<file path="src/rtl/uart_loopback_core.sv">
// 8N1 UART echo path: oversampled receiver, small byte FIFO and a transmitter
// that re-serialises every accepted byte. Each serial bit lasts OVERSAMPLE clocks.
module uart_loopback_core #(
  parameter int M          = 8,
  parameter int OVERSAMPLE = 4,
  parameter int DEPTH      = 4
) (
  input  logic         clk,
  input  logic         reset,
  input  logic         bit_in,
  output logic         bit_out,
  output logic [M-1:0] rx_byte,
  output logic         rx_ready,
  output logic         rx_frame_err,
  output logic [M-1:0] tx_byte,
  output logic         tx_start,
  output logic         tx_busy,
  output logic         fifo_overflow
);

  localparam int CW = $clog2(OVERSAMPLE + 1);
  localparam int BW = $clog2(M + 1);
  localparam int AW = (DEPTH > 1) ? $clog2(DEPTH) : 1;
  localparam logic [CW-1:0] HALF = CW'(OVERSAMPLE / 2);
  localparam logic [CW-1:0] FULL = CW'(OVERSAMPLE);
  localparam logic [BW-1:0] LAST = BW'(M - 1);
  localparam logic [AW:0]   CAP  = (AW + 1)'(DEPTH);

  typedef enum logic [2:0] {RX_IDLE, RX_START, RX_DATA, RX_STOP, RX_WAIT} rx_state_t;
  typedef enum logic [1:0] {TX_IDLE, TX_START, TX_DATA, TX_STOP} tx_state_t;

  rx_state_t      rx_state;
  logic [CW-1:0]  rx_cnt;
  logic [BW-1:0]  rx_idx;
  logic [M-1:0]   rx_shift;

  tx_state_t      tx_state;
  logic [CW-1:0]  tx_cnt;
  logic [BW-1:0]  tx_idx;
  logic [M-1:0]   tx_shift;

  logic [M-1:0]   mem [DEPTH];
  logic [AW-1:0]  wr_ptr;
  logic [AW-1:0]  rd_ptr;
  logic [AW:0]    count;
  logic           full;
  logic           rd_en;
  logic           wr_en;

  // A read is held off for one cycle after tx_start so the transmitter can raise tx_busy.
  assign full  = (count == CAP);
  assign rd_en = (count != '0) && !tx_busy && !tx_start;
  assign wr_en = rx_ready && (!full || rd_en);

  // Receiver: rx_cnt counts clocks inside the current bit, samples land mid-bit.
  always_ff @(posedge clk) begin
    if (reset) begin
      rx_state     <= RX_IDLE;
      rx_cnt       <= '0;
      rx_idx       <= '0;
      rx_shift     <= '0;
      rx_byte      <= '0;
      rx_ready     <= 1'b0;
      rx_frame_err <= 1'b0;
    end else begin
      rx_ready     <= 1'b0;
      rx_frame_err <= 1'b0;
      case (rx_state)
        RX_IDLE: begin
          if (!bit_in) begin
            rx_state <= RX_START;
            rx_cnt   <= CW'(1);
          end
        end
        RX_START: begin
          if (rx_cnt == HALF) begin
            rx_state <= bit_in ? RX_IDLE : RX_DATA;
            rx_cnt   <= CW'(1);
            rx_idx   <= '0;
          end else begin
            rx_cnt <= rx_cnt + 1'b1;
          end
        end
        RX_DATA: begin
          if (rx_cnt == FULL) begin
            rx_shift <= {bit_in, rx_shift[M-1:1]};
            rx_cnt   <= CW'(1);
            rx_idx   <= rx_idx + 1'b1;
            if (rx_idx == LAST) begin
              rx_state <= RX_STOP;
            end
          end else begin
            rx_cnt <= rx_cnt + 1'b1;
          end
        end
        RX_STOP: begin
          if (rx_cnt == FULL) begin
            if (bit_in) begin
              rx_byte  <= rx_shift;
              rx_ready <= 1'b1;
              rx_state <= RX_IDLE;
            end else begin
              rx_frame_err <= 1'b1;
              rx_state     <= RX_WAIT;
            end
          end else begin
            rx_cnt <= rx_cnt + 1'b1;
          end
        end
        RX_WAIT: begin
          if (bit_in) begin
            rx_state <= RX_IDLE;
          end
        end
        default: rx_state <= RX_IDLE;
      endcase
    end
  end

  // FIFO storage has no reset; the pointers and count define its contents.
  always_ff @(posedge clk) begin
    if (wr_en) begin
      mem[wr_ptr] <= rx_byte;
    end
  end

  // FIFO control, read hand-off to the transmitter and overflow strobe.
  always_ff @(posedge clk) begin
    if (reset) begin
      wr_ptr        <= '0;
      rd_ptr        <= '0;
      count         <= '0;
      tx_byte       <= '0;
      tx_start      <= 1'b0;
      fifo_overflow <= 1'b0;
    end else begin
      tx_start      <= 1'b0;
      fifo_overflow <= rx_ready && !wr_en;
      if (wr_en) begin
        wr_ptr <= wr_ptr + 1'b1;
      end
      if (rd_en) begin
        tx_byte  <= mem[rd_ptr];
        tx_start <= 1'b1;
        rd_ptr   <= rd_ptr + 1'b1;
      end
      case ({wr_en, rd_en})
        2'b10:   count <= count + 1'b1;
        2'b01:   count <= count - 1'b1;
        default: count <= count;
      endcase
    end
  end

  // Transmitter: start bit, M data bits LSB first, one stop bit, OVERSAMPLE clocks each.
  always_ff @(posedge clk) begin
    if (reset) begin
      tx_state <= TX_IDLE;
      tx_cnt   <= '0;
      tx_idx   <= '0;
      tx_shift <= '0;
      tx_busy  <= 1'b0;
      bit_out  <= 1'b1;
    end else begin
      case (tx_state)
        TX_IDLE: begin
          if (tx_start) begin
            tx_shift <= tx_byte;
            tx_cnt   <= CW'(1);
            tx_busy  <= 1'b1;
            bit_out  <= 1'b0;
            tx_state <= TX_START;
          end
        end
        TX_START: begin
          if (tx_cnt == FULL) begin
            bit_out  <= tx_shift[0];
            tx_shift <= {1'b0, tx_shift[M-1:1]};
            tx_idx   <= '0;
            tx_cnt   <= CW'(1);
            tx_state <= TX_DATA;
          end else begin
            tx_cnt <= tx_cnt + 1'b1;
          end
        end
        TX_DATA: begin
          if (tx_cnt == FULL) begin
            tx_cnt <= CW'(1);
            if (tx_idx == LAST) begin
              bit_out  <= 1'b1;
              tx_state <= TX_STOP;
            end else begin
              bit_out  <= tx_shift[0];
              tx_shift <= {1'b0, tx_shift[M-1:1]};
              tx_idx   <= tx_idx + 1'b1;
            end
          end else begin
            tx_cnt <= tx_cnt + 1'b1;
          end
        end
        TX_STOP: begin
          if (tx_cnt == FULL) begin
            tx_busy  <= 1'b0;
            tx_state <= TX_IDLE;
          end else begin
            tx_cnt <= tx_cnt + 1'b1;
          end
        end
        default: begin
          bit_out  <= 1'b1;
          tx_busy  <= 1'b0;
          tx_state <= TX_IDLE;
        end
      endcase
    end
  end

endmodule

</file>
<file path="config.mk">
export PLATFORM = sky130hd
export DESIGN_NAME = uart_loopback_core
export DESIGN_NICKNAME = d
export VERILOG_FILES = /design/src/rtl/uart_loopback_core.sv
export SDC_FILE = /design/constraint.sdc
export NUM_CORES = 1
export LEC_CHECK = 0
export ABC_AREA = 1
export CAP_MARGIN = 20
export CELL_PAD_IN_SITES_DETAIL_PLACEMENT = 2
export CELL_PAD_IN_SITES_GLOBAL_PLACEMENT = 2
export CORE_ASPECT_RATIO = 0.5
export CORE_UTILIZATION = 41
export CTS_BUF_LIST = sky130_fd_sc_hd__clkbuf_4
export CTS_CLUSTER_DIAMETER = 60
export DETAILED_ROUTE_END_ITERATION = 10
export GPL_TIMING_DRIVEN = 0
export PLACE_DENSITY_LB_ADDON = 0.1
export SETUP_SLACK_MARGIN = 0.4
export SLEW_MARGIN = 5
export SYNTH_ARGS = -nofsm -noshare
export SYNTH_HDL_FRONTEND = slang
export SYNTH_SLANG_ARGS = --single-unit
</file>
<file path="constraint.sdc">
create_clock -name clk -period 4.09 [get_ports clk]
set_input_delay 0.818 -clock clk [delete_from_list [all_inputs] [get_ports clk]]
set_output_delay 0.818 -clock clk [all_outputs]
set_load 0.03 [all_outputs]
</file>
Word level (Yosys, flattened, before mapping)
Memory sizes are Yosys's and may differ from the RTL's. A register that Yosys moved wholly into a read port is not among the register bits. Index checks and enable logic that the tools add are counted.

Reduce and logical (&&, ||, !) cells: 31. Bitwise logic cells: 2. Multipliers: 0. $add $sub $neg: 8. Shift-type cells: 0. Divide/modulo/power cells: 0. Equal/unequal tests: 29. Mux-type cells: 49. $lt $le $gt $ge: 0.

Operators with widths (number): $mux 3 (13); $mux 8 (4); $ne 2x2->1 const B (14); $pmux 8 s3 (1); $mux 4 (5); $pmux 4 s2 (2); $pmux 3 s5 (1); $eq 3x3->1 const B (4); $mux 2 (6); $pmux 3 s4 (1); $reduce_and 3->1 (4); $mux 1 (11); $reduce_and 5->1 (2); $add 3x1->3 const B (3); $eq 3x2->1 const B (3); $pmux 3 s3 (1); $add 4x1->4 const B (2); $eq 4x3->1 const B (2); $pmux 2 s4 (1); $reduce_and 4->1 (2); $reduce_bool 2->1 (4); $eq 2x2->1 const B (3); $pmux 3 s2 (1); $reduce_and 6->1 (1); 17 further kinds (28).

Register bits: 56. Memory bits (writable): 32. Memories: 1. Output and inout port bits: 22. Bits in read-only memories: 0. Word-level logic and storage cells: 138. Bits in latches: 0. Input bits: 3.

Memory list: mem (words 4, bits a word 8, read ports 1, clocked after Yosys merged registers in 1, wr ports 1, line 42) `logic [M-1:0] mem [DEPTH];`.

Logic depth before layout (Yosys ltp)
Gate-level depths: netlist of run 1.

Depth in word-level cells: 7. Mapped depth: 12. Gate-level depth less buffers: 11.

Least setup slack after synthesis of run 1
Ideal clock, no wire load.

Path kind: register to register. Start point: reg tx_start. End point: reg count[2]. Cell stages (with the launch flop): 10. Path buffers: 0. Data required time: 3.975 ns. Setup time: 0.115 ns. Setup slack: 2.349 ns. Clock period less this slack: 1.741 ns. Arrival: 1.626 ns. Path through: dfxtp_1 > inv_1 > nand2_1 > a21oi_4 > nand2_1 > fa_1 > inv_1 > nand4_1 > a21oi_1 > nor2_1.

Word-level cells in the longest chain between the ends: 6. Elaborated cells on any way between the ends: 8. Classes of those cells: 2 x eq/ne; 1 x mux; 5 x reduce/logical.

Ends and longest elaborated chain: from (decl) (line 16) `output logic tx_start,`; from (signal assigned) (line 134) `tx_start <= 1'b0;`; from (signal assigned) (line 137) `tx_start <= 1'b0;`; from (signal assigned) (line 144) `tx_start <= 1'b1;`; $logic_not 1->1 * (line 52) `assign rd_en = (count != '0) && !tx_busy && !tx_start;`; $logic_and 1x1->1 * (line 52); $logic_or 1x1->1 (line 53) `assign wr_en = rx_ready && (!full || rd_en);`; $logic_and 1x1->1 (line 53); $eq 2x1->1 / $eq 2x2->1 (equally long branches) (line 147) `case ({wr_en, rd_en})`; $pmux 3 s2 / $reduce_bool 2->1 (equally long branches); to (signal assigned) (line 148) `2'b10: count <= count + 1'b1;`; to (signal assigned) (line 149) `2'b01: count <= count - 1'b1;`; to (signal assigned) (line 150) `default: count <= count;`; to (decl) (line 45) `logic [AW:0] count;`.

Every way passes the cells marked *; elsewhere a longest branch is shown, timed or not. A chain may end at the register's enable or synchronous reset.

Final worst setup path of run 1
Start point: reg rx_byte[6]. End point: out rx_byte[6].

RTL lines: from (decl) (line 12) `output logic [M-1:0] rx_byte,`; from (signal assigned) (line 99) `rx_byte <= rx_shift;`.

No word-level cell between the ends.

==> parameters.txt, run 1 <==
Parameter                              Value

Place
  Instance count after placement with tap cells included    668
  Area after detailed placement    0.00474 mm²
  HPWL after detailed placement    9.32 mm
  Placer's final routability congestion estimate    0.757
  Input/output buffers    24

Setup path
  Peak per-stage delay on the critical path    0.76 ns
  Kind of end point of the critical path    primary output
  Standard cell with the maximum stage delay on the critical path    clkdlybuf4s50_1
  Total buffers and inverters traversed by the critical path    1
  Classification of the worst setup path    reg2out
  Startpoint type of the worst setup path    flip-flop
  Depth of the worst register-to-register path    5
  Critical R2R Capture    mem[1][1]
  Delay-heaviest family, CP    buffers and inverters
  CP cell instances    clkdlybuf4s50_1
  FF-to-FF Start    tx_start
  Largest fanout on the critical path    6
  Arrival time of data at the critical path endpoint    1.71 ns
  Required time reported for the critical path endpoint    3.27 ns
  Reg2Reg Setup Slack    2.01 ns

Drt
  Final wirelength    12.2 mm
  Post-route ant nets    0
  Number of remaining DRC errors    0
  Count of routing violations after the opening detailed-route iteration    204
  Avg WL per Cell    17.8 µm
  Vias post-DR    3,502
  Routed via count divided by cell count    5.12
  DR pass1 iterations    5

Power
  Combinational group share of total power    0.447
  Proportion of total power due to net switching    0.446
  Sequential Power Share    0.397
  Psw    1.36 mW
  Areal power density over the cells    629 mW/mm²
  Cell-internal power    1.70 mW
  Leakage power    1.95 nW
  Share of power burned in the clock network    0.156
  Peak supply drop    0.196 mV

Floorplanning
  Die Outline Area    0.0110 mm²
  Number of top-level design ports    25
  Row count    26
  Initial Util    0.423
  Core Footprint    0.0102 mm²
  Die height    74.6 µm
  Width of the die    147 µm

Clock network
  Inserted Clock Buffers    9
  Setup Buffers After CTS    0
  Insertion delay of the later-clocked pin in the worst-skew pair    0.47 ns
  Clock root buffer    clkbuf_4
  Post-CTS Hold Buffers    0
  Maximum root-to-sink buffer count    2
  Htree depth    3
  Post-CTS resize count    0
  Clock transition at path regs    0.16 ns
  Clock tree from TritonCTS    yes
  Clock Sinks    96

Synthesis
  Library cells used by synthesis    36
  Seq/Total Area, Yosys    0.519
  Biggest area consumer among synthesized cells    dfxtp_1
  Top-area cell type share of the netlist area    0.296
  Syn Inst Count    504
  Cell area after synthesis    0.00432 mm²
  Net Count, Synth    524
  Warnings from Yosys    0
  Share of async-settable or async-resettable flops after synthesis    0
  Leading register cell type out of synthesis    dfxtp_1
  Biggest area contributors in the synthesized netlist    dfxtp_1, edfxtp_1, nor2_1
  Register bit count reported by yosys    96
  Leading post-synthesis cells by instance count    nor2_1, nand2_1, dfxtp_1, inv_1, o21ai_0
  Average cell area after synthesis    8.58 µm²
  Number of flops mapped to enable cells by yosys    32
  Cell with the most instances after synthesis    nor2_1

Finish
  Fraction of layout cells with a size suffix above 1    0.0993
  Final design area excluding fillers    0.00486 mm²
  Growth of design area from synthesis to finish    12.5%
  Ant. Diodes    0
  Post-Route Utilization    0.476
  Number of standard cells in the layout, taps in and fillers out    684
  Post-layout nets    559

Timing
  Aggregate negative setup slack    0 ns
  Tcrit/Tclk final    0.618
  Remaining max-slew budget at the tightest pin    0.426
  Fin. max-slew vios    0
  Final setup vio count    0
  Unrepaired setup endpoints after global routing    no
  Tmin final    2.53 ns
  Least-Margin Pin Slew    0.858 ns
  Maximum clock skew at final layout    0.0215 ns
  Number of hold violations in the final report    0
  Fmax achieved    396 MHz

Global route
  Wire length of the first global-routing pass    19.2 mm
  Largest net degree at the start of global routing    18
  Global route overflow    0
  Number of global-route vias before repair    3,619
  Antenna violations before repair    0
  GRT Resource Usage Total    0.236

Min path
  Endpoint with the worst hold slack    rx_byte[0]
  Number of cells traversed by the worst hold path    2
  Worst Hold Class    reg2reg
  Beginning of the worst hold path    rx_shift[0]

Run status
  Run status    complete, no violations

Job
  Reported max-cap violation count    0
==> layer usage <==
layer | share of wire | vias to the layer above | GRT usage | wire (µm)
met5 | 0 | - | 0 | 0
met4 | 0.0074 | 0 | 0.0493 | 90
met3 | 0.030 | 8 | 0.0497 | 360
met2 | 0.52 | 45 | 0.442 | 6300
met1 | 0.45 | 1732 | 0.285 | 5430
li1 | - | 1717 | - | -
==> cell usage in the layout, fill, tap and decap left out, drive strengths merged, types with 8 or more instances in the layout <==
cell type,Yosys,layout
ha,16,16
inv,59,60
a31oi,8,8
o21ai,57,57
nand3,19,19
edfxtp,32,32
a21oi,35,35
nor2,98,98
nand2,75,75
clkbuf,6,15
dfxtp,64,64
buf,10,10
clkdlybuf4s50,0,24
==> worst register-to-register path: stages (launching register included) <==
cell and delay (ns):
dfxtp_1 0.36, inv_1 0.07, nand2_1 0.13, nand3_1 0.14
nand2_1 0.25, nor2_1 0.75
==> power by group through the flow <==
stage | clock (mW) | combinational, mW | sequential (mW)
2_1_floorplan | 0 | 0.906 | 1.28
3_3_place_gp | 0 | 1.29 | 1.23
3_5_place_dp | 0 | 1.38 | 1.24
4_1_cts | 0.493 | 1.39 | 1.22
5_1_grt | 0.525 | 1.54 | 1.23
6_report | 0.476 | 1.37 | 1.21
==> worst max path at each step <==
stage,from,endpoint,slack (ns),cells past startpoint
floorplan,tx_start,count[2],2.35,9
global placement,reset,rx_idx[1],1.72,5
detailed placement,reset,tx_idx[1],1.66,5
CTS,rx_byte[6],rx_byte[6],1.52,1
global route,rx_byte[0],rx_byte[0],1.50,1
finish,rx_byte[6],rx_byte[6],1.56,1
==> state kept, by name, summed over array words and instances, names as in the netlist, 4 cells and up <==
register / cells
mem: 32
rx_byte: 8
rx_shift: 8
tx_byte: 8
tx_shift: 8
rx_idx: 4
tx_idx: 4
==> through the flow <==
step / setup slack [ns] / power, mW / hold WS (ns)
3_5_place_dp: 1.66 / 2.62 / 0.461
4_1_cts: 1.52 / 3.10 / 0.477
5_1_grt: 1.50 / 3.30 / 0.477
3_3_place_gp: 1.72 / 2.52 / 0.447
6_report: 1.56 / 3.06 / 0.466
2_1_floorplan: 2.35 / 2.19 / 0.428
==> cell type report <==
type	instances	area, µm²
Buffer	16	93.8
Clock buffer	9	67.6
Clock inverter	7	57.6
Fill cell	1157	5350
Inverter	60	225
Multi-Input combinational cell	332	1760
Sequential cell	96	2240
Tap cell	140	175
Timing Repair Buffer	24	240
==> cells by family after synthesis <==
| logic type | share of synthesized area |
|---|---|
| and+or+nand+nor | 0.207 |
| AOI/OAI and AO/OA | 0.129 |
| DFF | 0.519 |
| buffers and inverters | 0.0738 |
| adders and majority gates | 0.0509 |
| muxes | 0.0162 |
| xor gates and xnor gates | 0.00405 |
Power figures use the tool's default switching activity.
==> run 2, diff against run 1 <==
--- a/config.mk
+++ b/config.mk
@@ -10,7 +10,7 @@
 export CELL_PAD_IN_SITES_DETAIL_PLACEMENT = 2
 export CELL_PAD_IN_SITES_GLOBAL_PLACEMENT = 2
 export CORE_ASPECT_RATIO = 0.5
-export CORE_UTILIZATION = 41
+export CORE_UTILIZATION = 34
 export CTS_BUF_LIST = sky130_fd_sc_hd__clkbuf_4
 export CTS_CLUSTER_DIAMETER = 60
 export DETAILED_ROUTE_END_ITERATION = 10
==> constraint.sdc (replaced) <==
create_clock -name clk -period 2.1 [get_ports clk]
set_input_delay 0.42 -clock clk [delete_from_list [all_inputs] [get_ports clk]]
set_output_delay 0.42 -clock clk [all_outputs]
set_load 0.03 [all_outputs]
==> run 2 against run 1 <==
Register-to-register slack got worse by 1.5 ns. Via count fell by 0.54%. Clock-buffer cell count rose by 1. Critical path depth did not move. Die area rose by 20%. Largest cell class unchanged. Non-clock buffer count rose by 9. Setup slack got worse by 1.1 ns. Flip-flop and latch count did not move. Global-route usage fell by 4.5 points.
==> parameters.txt, run 2 (same netlist as run 1, synthesis figures left out) <==
Parameter                              Value

Clock network
  Clock Sinks    96 (unchanged)
  Clock tree from TritonCTS    yes (unchanged)
  Insertion delay of the later-clocked pin in the worst-skew pair    0.44 ns (was 0.47 ns)
  Htree depth    3 (unchanged)
  Clock transition at path regs    0.15 ns (was 0.16 ns)
  Inserted Clock Buffers    9 (unchanged)
  Clock root buffer    clkbuf_4 (unchanged)
  Maximum root-to-sink buffer count    2 (unchanged)

Global route
  GRT Resource Usage Total    0.190 (was 0.236)
  Largest net degree at the start of global routing    17 (was 18)
  Antenna violations before repair    0 (unchanged)
  Global route overflow    0 (unchanged)
  Number of global-route vias before repair    3,673 (was 3,619)
  Wire length of the first global-routing pass    18.9 mm (was 19.2 mm)

Finish
  Ant. Diodes    0 (unchanged)
  Flip-flop count of the largest register after layout    32 (unchanged)
  Number of standard cells in the layout, taps in and fillers out    718 (was 684)
  Most common cell after layout, fill and taps aside    nor2_1 (unchanged)
  Post-layout nets    568 (was 559)
  Top reg by flops    mem (unchanged)
  Growth of design area from synthesis to finish    18.0% (was 12.5%)
  Fraction of layout cells with a size suffix above 1    0.195 (was 0.0993)
  Most frequent cells in the layout    nor2_1, nand2_1, inv_1 (was nor2_1, nand2_1, dfxtp_1)

Power
  Peak supply drop    0.426 mV (was 0.196 mV)
  Areal power density over the cells    1210 mW/mm² (was 629 mW/mm²)
  Share of power burned in the clock network    0.166 (was 0.156)
  Leakage power    2.05 nW (was 1.95 nW)
  Psw    2.65 mW (was 1.36 mW)
  Proportion of total power due to net switching    0.429 (was 0.446)
  Combinational group share of total power    0.450 (was 0.447)
  Total power draw    6.17 mW (was 3.06 mW)
  Cell-internal power    3.52 mW (was 1.70 mW)
  Sequential Power Share    0.385 (was 0.397)

Timing
  Fmax achieved    611 MHz
  Final setup vio count    0 (unchanged)
  Aggregate negative setup slack    0 ns (unchanged)
  Unrepaired setup endpoints after global routing    yes (was no)
  Worst hold slack after final layout    0.462 ns (was 0.466 ns)
  Least-Margin Pin Slew    0.751 ns (was 0.858 ns)
  Tmin final    1.64 ns
  Tcrit/Tclk final    0.779
  Number of hold violations in the final report    0 (unchanged)
  Maximum clock skew at final layout    0.0116 ns (was 0.0215 ns)
  Fin. max-slew vios    0 (unchanged)
  Post-layout worst setup margin    0.464 ns (was 1.56 ns)
  Remaining max-slew budget at the tightest pin    0.500 (was 0.426)

Min path
  Worst Hold Class    reg2reg (unchanged)
  Endpoint with the worst hold slack    rx_byte[0] (unchanged)
  Beginning of the worst hold path    rx_shift[0] (unchanged)
  Number of cells traversed by the worst hold path    2 (unchanged)

Setup path
  Kind of end point of the critical path    primary output (unchanged)
  Delay-heaviest family, CP    buffers and inverters (unchanged)
  Peak per-stage delay on the critical path    0.40 ns (was 0.76 ns)
  Critical R2R Capture    tx_shift[0] (was mem[1][1])
  Largest fanout on the critical path    3 (was 6)
  Critical path startpoint    tx_start (was rx_byte[6])
  Arrival time of data at the critical path endpoint    1.22 ns (was 1.71 ns)
  Depth of the worst register-to-register path    11 (was 5)
  Startpoint type of the worst setup path    flip-flop (unchanged)
  CP cell instances    dlygate4sd2_1 (was clkdlybuf4s50_1)
  Classification of the worst setup path    reg2out (unchanged)
  Reg2Reg Setup Slack    0.48 ns (was 2.01 ns)
  Standard cell with the maximum stage delay on the critical path    dlygate4sd2_1 (was clkdlybuf4s50_1)
  FF-to-FF Start    tx_state[0] (was tx_start)
  Total buffers and inverters traversed by the critical path    1 (unchanged)
  Required time reported for the critical path endpoint    1.68 ns (was 3.27 ns)

Floorplanning
  Die height    81.7 µm (was 74.6 µm)
  Width of the die    161 µm (was 147 µm)
  Row count    28 (was 26)
  Die Outline Area    0.0132 mm² (was 0.0110 mm²)
  Number of top-level design ports    25 (unchanged)
  Core Footprint    0.0121 mm² (was 0.0102 mm²)
  Initial Util    0.358 (was 0.423)

Drt
  Number of remaining DRC errors    0 (unchanged)
  DR pass1 iterations    6 (was 5)
  Count of routing violations after the opening detailed-route iteration    132 (was 204)
  Vias post-DR    3,483 (was 3,502)
  Avg WL per Cell    16.4 µm (was 17.8 µm)
  Routed via count divided by cell count    4.85 (was 5.12)
  Post-route ant nets    0 (unchanged)
  Final wirelength    11.7 mm (was 12.2 mm)

Place
  Input/output buffers    24 (unchanged)
  HPWL after detailed placement    8.62 mm (was 9.32 mm)
  Worst slack, placed    0.0505 ns (was 1.66 ns)
  Placer's final routability congestion estimate    0.763 (was 0.757)
  Instance count after placement with tap cells included    693 (was 668)

Job
  Reported max-cap violation count    0 (unchanged)

Run status
  Run status    complete, no violations (unchanged)
[run 2: area by class of cell]
class / count / area, µm²
fillers: 1379 / 6990
flip-flops and latches: 96 / 2260
multi-input cells: 332 / 1830
repair buffers: 33 / 332
inverters: 60 / 225
well taps: 165 / 206
plain buffers: 16 / 96.3
clock buffers: 10 / 75.1
clock inverters: 6 / 68.8
[run 2: stage by stage]
stage,utilization,instance area [µm²]
2_1_floorplan,-,4330
3_3_place_gp,0.395,4770
3_5_place_dp,0.395,4770
4_1_cts,0.419,5060
5_1_grt,0.422,5100
6_report,0.422,5100
[run 2: what timing repair did]
| item | in CTS | in global routing |
|---|---|---|
| hold buffers | 0 | 0 |
| pin swaps | 5 | 4 |
| gates resized for setup | 67 | 28 |
| endpoints found under the hold margin | 0 | 0 |
| setup endpoints to repair | 68 | 29 |
| buffers inserted | 7 | 1 |
| gates cloned | 0 | 1 |
[run 2: how the worst max path moves through the flow]
stage	to	cells past startpoint	slack [ns]
after CTS	rx_byte[4]	1	0.24
after global routing	count[2]	10	0.34
after floorplan	count[2]	9	0.42
after detailed placement	mem[3][2]	5	0.05
after global placement	rx_idx[1]	5	0.11
final	tx_start	1	0.46
[run 2: per-layer routing]
layer  routed length [µm]  part of all wire  vias to the layer above  GRT usage
met5                    0                 0                        -          0
met4                   75            0.0064                        0     0.0330
met3                  242             0.021                        7     0.0439
met2                 6030              0.51                       27      0.361
met1                 5400              0.46                     1715      0.225
li1                     -                 -                     1734          -
[run 2: power groups by stage]
stage | logic, mW | clock network [mW] | registers (mW)
2_1_floorplan | 1.77 | 0 | 2.50
3_3_place_gp | 2.56 | 0 | 2.40
3_5_place_dp | 2.65 | 0 | 2.41
4_1_cts | 2.73 | 1.07 | 2.37
5_1_grt | 3.15 | 1.14 | 2.41
6_report | 2.77 | 1.02 | 2.37
==> run 3, diff against run 2 <==
--- a/config.mk
+++ b/config.mk
@@ -10,7 +10,7 @@
 export CELL_PAD_IN_SITES_DETAIL_PLACEMENT = 2
 export CELL_PAD_IN_SITES_GLOBAL_PLACEMENT = 2
 export CORE_ASPECT_RATIO = 0.5
-export CORE_UTILIZATION = 34
+export CORE_UTILIZATION = 38
 export CTS_BUF_LIST = sky130_fd_sc_hd__clkbuf_4
 export CTS_CLUSTER_DIAMETER = 60
 export DETAILED_ROUTE_END_ITERATION = 10
==> constraint.sdc (replaced) <==
create_clock -name clk -period 1.6 [get_ports clk]
set_input_delay 0.32 -clock clk [delete_from_list [all_inputs] [get_ports clk]]
set_output_delay 0.32 -clock clk [all_outputs]
set_load 0.03 [all_outputs]
==> run 3 against run 2 <==
The flow now stops in global routing. Synthesized cell count is the same. Area after synthesis is the same.
==> parameters.txt, run 3 <==
Parameter                              Value

Synthesis
  Syn Inst Count    504 (unchanged)
  Library cells used by synthesis    36 (unchanged)
  Net Count, Synth    524 (unchanged)
  Proportion of synthesized area in mux cells    0.0162 (unchanged)
  Leading post-synthesis cells by instance count    nor2_1, nand2_1, dfxtp_1, inv_1, o21ai_0 (unchanged)
  Top-area cell type share of the netlist area    0.296 (unchanged)
  Warnings from Yosys    0 (unchanged)
  Largest family of logic cells by synthesized area    simple AND/OR/NAND/NOR gates (unchanged)
  Share of async-settable or async-resettable flops after synthesis    0 (unchanged)
  Register bit count reported by yosys    96 (unchanged)
  Biggest area contributors in the synthesized netlist    dfxtp_1, edfxtp_1, nor2_1 (unchanged)
  Simple-gate share of the synthesized area    0.207 (unchanged)
  Seq/Total Area, Yosys    0.519 (unchanged)
  Biggest area consumer among synthesized cells    dfxtp_1 (unchanged)
  Cell with the most instances after synthesis    nor2_1 (unchanged)
  Post-synthesis share of cell area spent on full adders, half adders and majority gates    0.0509 (unchanged)
  Synthesized-area fraction occupied by ao, oa, aoi and oai cells    0.129 (unchanged)
  Number of flops mapped to enable cells by yosys    32 (unchanged)
  Post-Synth XOR/XNOR Area    0.00405 (unchanged)
  Leading register cell type out of synthesis    dfxtp_1 (unchanged)
  Cell area after synthesis    0.00432 mm² (unchanged)
  Average cell area after synthesis    8.58 µm² (unchanged)

Clock network
  Maximum root-to-sink buffer count    2 (unchanged)
  Clock root buffer    clkbuf_4 (unchanged)
  Htree depth    3 (unchanged)
  Inserted Clock Buffers    9 (unchanged)
  Clock Sinks    96 (unchanged)
  Post-CTS Hold Buffers    0 (unchanged)

Place
  Instance count after placement with tap cells included    673 (was 693)
  Placer's final routability congestion estimate    0.790 (was 0.763)
  HPWL after detailed placement    9.29 mm (was 8.62 mm)
  Input/output buffers    24 (unchanged)

Global route
  Antenna violations before repair    0
  Largest net degree at the start of global routing    17

Floorplanning
  Die height    77.4 µm (was 81.7 µm)
  Width of the die    153 µm (was 161 µm)
  Row count    27 (was 28)
  Initial Util    0.391 (was 0.358)
  Number of top-level design ports    25 (unchanged)

Timing
  Endpoint with the least setup slack after the last repair    count[2]$_SDFFE_PP0P_/D
  Worst-path end type    register data pin

Run status
  Run status    did not finish (was complete, no violations)
  Halt point of the flow    global routing
  Tool Error    [ERROR DPL-0033] detailed placement checks failed during check placement.
## run 3: cell counts after synthesis
No cell type changed its count.
## run 3: what timing repair did
action / CTS
pin swaps: 38
buffers inserted: 67
endpoints found under the setup margin: 115
resized for setup: 321
gates cloned: 2
hold endpoints to repair: 0
## run 3: kinds of logic after synthesis
kind of cell,Yosys count
simple gates,203
xor+xnor,2
fa+ha+maj,17
mux,7
flops,96
compound gates,103
buf+inv,76
## run 3: through the flow
stage	utilization	area, µm²	hold slack [ns]	setup slack [ns]
4_1_cts	0.566	6250	0.480	-0.00627
3_5_place_dp	0.445	4920	0.451	-0.314
3_3_place_gp	0.445	4920	0.447	-0.297
2_1_floorplan	-	4490	0.428	0.0377
==> run 4, diff against run 3 <==
==> config.mk (replaced) <==
export PLATFORM = sky130hd
export DESIGN_NAME = uart_loopback_core
export DESIGN_NICKNAME = d
export VERILOG_FILES = /design/src/rtl/uart_loopback_core.sv
export SDC_FILE = /design/constraint.sdc
export NUM_CORES = 1
export LEC_CHECK = 0
export ABC_AREA = 1
export CAP_MARGIN = 20
export CORE_UTILIZATION = 40
export DETAILED_ROUTE_END_ITERATION = 10
export GPL_TIMING_DRIVEN = 0
export PLACE_DENSITY_LB_ADDON = 0.15
export SLEW_MARGIN = 5
export SYNTH_ARGS = -nofsm -noshare
export SYNTH_HDL_FRONTEND = slang
export SYNTH_SLANG_ARGS = --single-unit
==> run 4 against run 3 <==
The run now ends clean.
==> parameters.txt, run 4 (same netlist as run 1, synthesis figures left out) <==
Parameter                              Value

Global route
  Global route overflow    0
  Antenna violations before repair    0
  Number of global-route vias before repair    3,209
  GRT Resource Usage Total    0.176
  Largest net degree at the start of global routing    19
  Wire length of the first global-routing pass    15.4 mm

Place
  Input/output buffers    24 (unchanged)
  HPWL after detailed placement    6.57 mm (was 9.29 mm)
  Placer's final routability congestion estimate    0.853 (was 0.790)
  Instance count after placement with tap cells included    664 (was 673)

Timing
  Fin. max-slew vios    0
  Final setup vio count    0
  Remaining max-slew budget at the tightest pin    0.601
  Least-Margin Pin Slew    0.598 ns
  Number of hold violations in the final report    0
  Maximum clock skew at final layout    0.0112 ns
  Fmax achieved    649 MHz
  Unrepaired setup endpoints after global routing    yes
  Tmin final    1.54 ns
  Tcrit/Tclk final    0.963
  Worst hold slack after final layout    0.458 ns

Clock network
  Clock Sinks    96 (unchanged)
  Clock tree from TritonCTS    yes
  Clock transition at path regs    0.11 ns
  Inserted Clock Buffers    9 (unchanged)
  Htree depth    3 (unchanged)
  Clock root buffer    clkbuf_8 (was clkbuf_4)
  Maximum root-to-sink buffer count    2 (unchanged)
  Insertion delay of the later-clocked pin in the worst-skew pair    0.37 ns

Power
  Sequential Power Share    0.364
  Combinational group share of total power    0.444
  Total power draw    8.55 mW
  Psw    3.52 mW
  Proportion of total power due to net switching    0.412
  Areal power density over the cells    1640 mW/mm²
  Cell-internal power    5.03 mW
  Peak supply drop    0.711 mV
  Share of power burned in the clock network    0.193
  Leakage power    2.16 nW

Setup path
  Total buffers and inverters traversed by the critical path    2
  Required time reported for the critical path endpoint    1.87 ns
  Critical R2R Capture    count[2]
  Depth of the worst register-to-register path    9
  Standard cell with the maximum stage delay on the critical path    dfxtp_4
  Delay-heaviest family, CP    flip-flops
  FF-to-FF Start    tx_start
  Kind of end point of the critical path    flip-flop
  Arrival time of data at the critical path endpoint    1.81 ns
  Reg2Reg Setup Slack    0.06 ns
  Peak per-stage delay on the critical path    0.38 ns
  Startpoint type of the worst setup path    flip-flop
  CP cell instances    inv_4 -> nand2_4 -> a21oi_4 -> nand2_2 -> fa_2 -> inv_1 -> nand4_1 -> a21oi_1 -> nor2_1
  Largest fanout on the critical path    3
  Classification of the worst setup path    reg2reg
  Critical path startpoint    tx_start

Finish
  Ant. Diodes    0
  Most frequent cells in the layout    nor2_1, nand2_1, dfxtp_1
  Fill cell count    1,001
  Top reg by flops    mem
  Flip-flop and latch area    0.00226 mm²
  Post-Route Utilization    0.502
  Flip-flop count of the largest register after layout    32
  Area of the multi-input gates    0.00189 mm²
  Post-layout nets    576
  Number of standard cells in the layout, taps in and fillers out    697
  Growth of design area from synthesis to finish    20.9%
  Fraction of layout cells with a size suffix above 1    0.200
  Most common cell after layout, fill and taps aside    nor2_1

Drt
  Vias post-DR    3,339
  Count of routing violations after the opening detailed-route iteration    160
  Avg WL per Cell    13.5 µm
  Routed via count divided by cell count    4.79
  Post-route ant nets    0
  DR pass1 iterations    4
  Final wirelength    9.39 mm
  Number of remaining DRC errors    0

Floorplanning
  Die height    106 µm (was 77.4 µm)
  Width of the die    106 µm (was 153 µm)
  Die Outline Area    0.0112 mm²
  Core Footprint    0.0104 mm²
  Initial Util    0.415 (was 0.391)
  Number of top-level design ports    25 (unchanged)
  Row count    37 (was 27)

Run status
  Run status    complete, no violations (was did not finish)

Min path
  Beginning of the worst hold path    rx_shift[0]
  Number of cells traversed by the worst hold path    2
  Endpoint with the worst hold slack    rx_byte[0]
  Worst Hold Class    reg2reg

Job
  Reported max-cap violation count    0
## run 4: how the worst max path moves through the flow
stage	slack, ns	cells after the start	to
final	0.06	9	count[2]
after global routing	-0.06	11	tx_shift[4]
after CTS	-0.15	5	mem[1][1]
after detailed placement	-0.28	5	mem[1][4]
after global placement	-0.24	5	mem[1][3]
after floorplan	0.02	9	count[2]
## run 4: tightest hold or removal path: stages (launching register included)
cell,delay [ns]
dfxtp_1,0.32
inv_1,0.06
a21oi_2,0.04
## run 4: cell type report
class | instances | share of cell area
buffer | 16 | 0.0199
clock buffer | 10 | 0.0285
clock inverter | 6 | 0.0108
inverter | 60 | 0.0445
multi-input combinational | 332 | 0.362
sequential | 96 | 0.432
tap | 136 | 0.0326
timing repair buffer | 41 | 0.0702
## run 4: stage by stage
step	worst slack [ns]	TNS (ns)	area, µm²
global placement	-0.243	-9.91	4750
finish	0.0585	0	5230
global route	-0.0565	-0.366	5230
detailed placement	-0.278	-11.91	4750
floorplan	0.0175	0	4340
CTS	-0.152	-3.27	5000
## run 4: routing by layer
| metal | vias up | track usage | routed length, µm |
|---|---|---|---|
| li1 | 1753 | - | - |
| met1 | 1538 | 0.228 | 4430 |
| met2 | 39 | 0.293 | 4580 |
| met3 | 9 | 0.0313 | 261 |
| met4 | 0 | 0.0665 | 125 |
| met5 | - | 0 | 0 |
## run 4: power by group through the flow
stage	Clock (mW)	Combinational (mW)	Sequential, mW
floorplan	0	2.34	3.29
global placement	0	3.26	3.14
detailed placement	0	3.32	3.15
CTS	1.69	3.42	3.09
global route	1.78	4.30	3.16
finish	1.65	3.79	3.11
## run 4: timing repair
item                                    CTS  global route
gates resized for setup                  43            48
cloned                                    1             0
pin swaps                                 2            16
endpoints found under the setup margin   69            62
buffers inserted                          4            12
hold buffers                              0             0
